`src/rtl/seg7_bcd_decoder.sv`:
```
// Snoops a multiplexed active-low 7-segment bus and reassembles debounced BCD frames.
// Optional macro SEG7_BLANK_EN: all-off pattern decodes to 4'hF and is not flagged invalid.
module seg7_bcd_decoder #(
    parameter int unsigned STABLE_CYCLES = 4
) (
    input  logic        clk,
    input  logic        rst,
    input  logic [0:6]  seg,
    input  logic [3:0]  an,
    output logic [15:0] bcd_out,
    output logic        frame_valid,
    output logic        err
);

    typedef enum logic {ACQ, EMIT} state_t;

    localparam logic [7:0]  STABLE   = 8'(STABLE_CYCLES);
    localparam logic [10:0] IDLE_SMP = {4'hF, 7'h7F};

    state_t          r_state;
    logic [10:0]     r_sample;
    logic [10:0]     r_prev;
    logic [7:0]      r_cnt;
    logic [3:0]      r_captured;
    logic [3:0][3:0] r_slots;
    logic            r_acc;

    logic [3:0]      w_an;
    logic [6:0]      w_seg;
    logic            w_legal;
    logic [1:0]      w_idx;
    logic [3:0]      w_val;
    logic            w_inv;
    logic [7:0]      w_cnt_nxt;
    logic            w_cap;
    logic [3:0]      w_onehot;

    assign w_an  = r_sample[10:7];
    assign w_seg = r_sample[6:0];

    always_comb begin
        w_legal = 1'b1;
        w_idx   = 2'd0;
        case (w_an)
            4'b1110: w_idx = 2'd0;
            4'b1101: w_idx = 2'd1;
            4'b1011: w_idx = 2'd2;
            4'b0111: w_idx = 2'd3;
            default: w_legal = 1'b0;
        endcase
    end

    always_comb begin
        w_inv = 1'b0;
        w_val = 4'hE;
        case (w_seg)
            7'b0000001: w_val = 4'd0;
            7'b1001111: w_val = 4'd1;
            7'b0010010: w_val = 4'd2;
            7'b0000110: w_val = 4'd3;
            7'b1001100: w_val = 4'd4;
            7'b0100100: w_val = 4'd5;
            7'b0100000: w_val = 4'd6;
            7'b0001111: w_val = 4'd7;
            7'b0000000: w_val = 4'd8;
            7'b0000100: w_val = 4'd9;
`ifdef SEG7_BLANK_EN
            7'b1111111: w_val = 4'hF;
`endif
            default:    w_inv = 1'b1;
        endcase
    end

    // Run length of the registered sample; saturation stops repeat captures.
    always_comb begin
        if (!w_legal)
            w_cnt_nxt = 8'd0;
        else if (r_sample != r_prev)
            w_cnt_nxt = 8'd1;
        else if (r_cnt == STABLE)
            w_cnt_nxt = STABLE;
        else
            w_cnt_nxt = r_cnt + 8'd1;
    end

    assign w_cap    = (w_cnt_nxt == STABLE) && (r_cnt != STABLE) && (r_state == ACQ);
    assign w_onehot = 4'b0001 << w_idx;

    always_ff @(posedge clk) begin
        if (rst) begin
            r_state     <= ACQ;
            r_sample    <= IDLE_SMP;
            r_prev      <= IDLE_SMP;
            r_cnt       <= 8'd0;
            r_captured  <= 4'b0000;
            r_slots     <= '0;
            r_acc       <= 1'b0;
            bcd_out     <= 16'h0000;
            frame_valid <= 1'b0;
            err         <= 1'b0;
        end else begin
            r_sample    <= {an, seg};
            r_prev      <= r_sample;
            r_cnt       <= w_cnt_nxt;
            frame_valid <= 1'b0;
            if (w_cap)
                r_slots[w_idx] <= w_val;
            case (r_state)
                ACQ: begin
                    if (r_captured == 4'b1111) begin
                        // A capture landing on the frame boundary starts the next frame.
                        r_state     <= EMIT;
                        bcd_out     <= r_slots;
                        err         <= r_acc;
                        frame_valid <= 1'b1;
                        r_captured  <= w_cap ? w_onehot : 4'b0000;
                        r_acc       <= w_cap & w_inv;
                    end else if (w_cap) begin
                        r_captured <= r_captured | w_onehot;
                        r_acc      <= r_acc | w_inv;
                    end
                end
                EMIT: r_state <= ACQ;
                default: r_state <= ACQ;
            endcase
        end
    end

endmodule
```
`config.mk`:
```
export PLATFORM = sky130hd
export DESIGN_NAME = seg7_bcd_decoder
export DESIGN_NICKNAME = d
export VERILOG_FILES = /design/src/rtl/seg7_bcd_decoder.sv
export SDC_FILE = /design/constraint.sdc
export NUM_CORES = 1
export LEC_CHECK = 0
export BUFFER_PORTS_ARGS = -buffer_cell sky130_fd_sc_hd__buf_2
export CELL_PAD_IN_SITES_DETAIL_PLACEMENT = 1
export CELL_PAD_IN_SITES_GLOBAL_PLACEMENT = 2
export CORE_MARGIN = 5
export CORE_UTILIZATION = 31
export CTS_BUF_LIST = sky130_fd_sc_hd__clkbuf_2 sky130_fd_sc_hd__clkbuf_4 sky130_fd_sc_hd__clkbuf_8
export DETAILED_ROUTE_END_ITERATION = 8
export MAX_ROUTING_LAYER = met4
export PLACE_DENSITY = 0.79
export SLEW_MARGIN = 20
export SYNTH_ARGS = -nofsm -noshare
export SYNTH_HDL_FRONTEND = slang
export SYNTH_SLANG_ARGS = --single-unit
```
`constraint.sdc`:
```
create_clock -name clk -period 5.6 [get_ports clk]
set_input_delay 0.84 -clock clk [delete_from_list [all_inputs] [get_ports clk]]
set_output_delay 0.84 -clock clk [all_outputs]
set_load 0.01 [all_outputs]
```
==> out/metrics.csv <==
stage;metric;value;unit
place;gp_congestion;0.7289;
synth;synth_common_cells;dfxtp_1, nand2_1, a21oi_1;
run;max_cap_viol_count;0;
worst_setup_path;crit_path_max_incr_delay;0.49;ns
sta;setup_ws;3.493;ns
cells_and_area;num-nets-final;350;
drt;antenna_left;0;
synth;syn-num-nets;329;
worst_setup_path;cp-start-kind;register;
worst_setup_path;path_cells;inv_1 -> ha_1 -> nor4_1 -> and4_1 -> nand4_4 -> mux2i_1;
drt;first_pass_iters;4;
sta;skew;0.01033;ns
sta;final_max_slew_viol_count;0;
sta;timing.final.hold_violations;0;
synth;ys_async_sr_fraction;0;
worst_setup_path;slowest_stage;and4_1;
power_and_ir_drop;leakage;1.349;nW
synth;synth_most_common_cell;dfxtp_1;
sta;whs;0.4537;ns
cts;cts.root.buffer_cell;clkbuf_8;
drt;drt-total-wl;6.037;mm
drt;wl_per_cell;13.39;um
synth;synth_edf_count;0;
place;placedCellCount;435;
place;pre_cts_ws;3.209;ns
worst_setup_path;r2r_cells;6;
synth;synth_top_cell_area_share;0.4738;
cells_and_area;insertedDiodeCount;0;
drt;post-route-drc-count;0;
sta;tightest_slew;0.9478;ns
synth;yosysSeqAreaShare;0.4738;
cells_and_area;fillers;1074;
sta;period_share;0.3762;
die;die_area;11440;um2
cells_and_area;seq_area;1381;um2
synth;yosysWarnings;0;
die;start_util;0.3170;
die;ios;31;
synth;synth-seq-cells;69;
drt;drt_iter0_drc;56;
die;die_h;107.0;um
min_path;hold_class;register to register;
synth;yosysUniqueCellTypes;45;
power_and_ir_drop;worst_ir_drop_vdd;0.1140;mV
cts;cts_tree;done;
power_and_ir_drop;power_density;287.8;nW/um2
global_route;track_usage;0.1191;
place;port_buffers;30;
min_path;min_to;bcd_out[15];
synth;synth_area_leaders;dfxtp_1, nand2_1, mux2i_1;
sta;setup_tns;0;ns
global_route;grt_overflow_total;0;
cts;cts_resized;0;
die;die_w;107.0;um
worst_setup_path;reg2reg_to;r_slots[14];
drt;num_vias;2151;
worst_setup_path;worstPathArrival;2.31;ns
cells_and_area;drive_above_1_share;0.2382;
cts;cts.path.max_buffers;2;
global_route;grt_start_max_net_pins;49;
synth;synth_top_area_cell;dfxtp_1;
worst_setup_path;crit_buf_inv;1;
cts;cts_max_level;3;
cts;postCtsSetupBuffers;0;
die;fp-row-count;35;
synth;syn_inst;314;
sta;max_freq;0.4747;GHz
cells_and_area;instances_no_fill;451;
min_path;whs_path_depth;2;
synth;syn_area;2915;um2
cts;clock_latency;0.33;ns
status;run_status;completed;
worst_setup_path;cp_top_family;simple AND/OR/NAND/NOR gates;
global_route;grt_pass1_wl;10.68;mm
worst_setup_path;crit_type;register to register;
synth;avgSynthCellArea;9.284;um2
cts;clkTransAtPathRegs;0.08;ns
min_path;hp-start;bcd_out[15];
place;dp_hpwl;4.325;mm
global_route;grt_pass1_vias;2260;
cts;cts_hold_buf;0;
cells_and_area;layout-area-overhead-vs-synth;14.08;%
cts;cts_buffers;9;
sta;relSlewSlack;0.3663;
sta;rsz0062_at_grt;no;
sta;period_needed;2.107;ns
drt;avgViaCountPerCell;4.769;
synth;synth_ff_type;dfxtp_1;
worst_setup_path;cp_max_fo;5;
sta;setup_violations;0;
worst_setup_path;required;5.80;ns
worst_setup_path;r2r_slack;3.49;ns
global_route;antenna_found_initial;0;
die;core_region_area;9196;um2
worst_setup_path;cp-end-kind;register;
worst_setup_path;r2r-start;r_cnt[0];
cts;cts_sinks;69;
cells_and_area;multi_input_area;1429;um2
==> metal layers <==
layer	vias to the layer above	routed length, um	track usage
li1	1105	-	-
met1	1016	2800	0.1369
met2	26	2977	0.2005
met3	4	207	0.04154
met4	0	52	0.02740
met5	-	0	-
==> tightest hold or removal path, cell delays in order (launching register included) <==
cell and delay [ns]:
dfxtp_1 0.31, nand2_1 0.05, a21oi_1 0.05
==> placed cells by master (no fill, tap or decap), types with 2 or more instances in the layout <==
cell type | synthesis | routed
dfxtp_1 | 69 | 69
nand2_1 | 64 | 64
buf_2 | 6 | 30
a21oi_1 | 23 | 23
or2_2 | 21 | 21
mux2i_1 | 16 | 16
xnor2_1 | 13 | 13
clkbuf_8 | 0 | 10
nor2_1 | 9 | 9
nand3_1 | 6 | 6
nor3_1 | 6 | 6
inv_1 | 5 | 5
nand4b_1 | 5 | 5
nor4_1 | 4 | 4
xor2_1 | 4 | 4
o21ai_0 | 4 | 4
nand4_4 | 4 | 4
nand4_1 | 3 | 3
and4b_1 | 3 | 3
a21o_1 | 3 | 3
nor2b_1 | 2 | 2
and4_1 | 2 | 2
nand3b_1 | 2 | 2
nor3b_1 | 2 | 2
o2111ai_1 | 2 | 2
ha_1 | 2 | 2
clkbuf_4 | 0 | 2
clkinv_2 | 0 | 2
==> power by group <==
part           switching (mW)  total (mW)  leakage (nW)  internal, mW
clock                   0.177       0.404         0.103         0.226
combinational          0.0225      0.0432         0.684        0.0206
sequential             0.0116       0.510         0.561         0.499
==> flip-flops by register name, summed over array words and instances, names as in the netlist <==
register	flops
r_sample	11
r_captured	4
r_slots	16
r_cnt	8
err	1
r_prev	11
bcd_out	16
frame_valid	1
r_acc	1
==> cells by family (layout without fill, tap and decap cells) <==
kind of cell,Yosys count,count (layout),synth area share
compound gates,41,41,0.09142
xor+xnor,17,17,0.05107
fa+ha+maj,2,2,0.008582
buf+inv,26,52,0.03605
flops,69,69,0.4738
mux,16,16,0.05493
simple gates,143,143,0.2841
==> area by class of cell <==
cell class              instances  area share
flip-flops and latches         69      0.4153
clock buffers                  12     0.04590
clock inverters                 4     0.01430
multi-input cells             219      0.4296
repair buffers                 31     0.04740
inverters                       5    0.005643
well taps                     111     0.04176
==> per-stage QoR <==
| stage | power, mW | utilization | cell area (um2) |
|---|---|---|---|
| floorplan | 0.5543 | - | 2915 |
| global placement | 0.5643 | 0.3399 | 3126 |
| detailed placement | 0.5662 | 0.3399 | 3126 |
| CTS | 0.9736 | 0.3616 | 3326 |
| global route | 1.001 | 0.3616 | 3326 |
| finish | 0.9570 | 0.3616 | 3326 |
==> worst max-delay path by stage <==
stage                        to      from  cells past startpoint  slack (ns)
global placement     r_slots[6]       rst                      5        3.37
global route        r_slots[14]  r_cnt[0]                      6        3.32
CTS                 r_slots[14]  r_cnt[0]                      6        3.44
detailed placement  r_slots[14]       rst                      5        3.21
finish              r_slots[14]  r_cnt[0]                      6        3.49
floorplan           r_slots[10]  r_cnt[1]                      6        3.84
(Power assumes the default switching activity.)
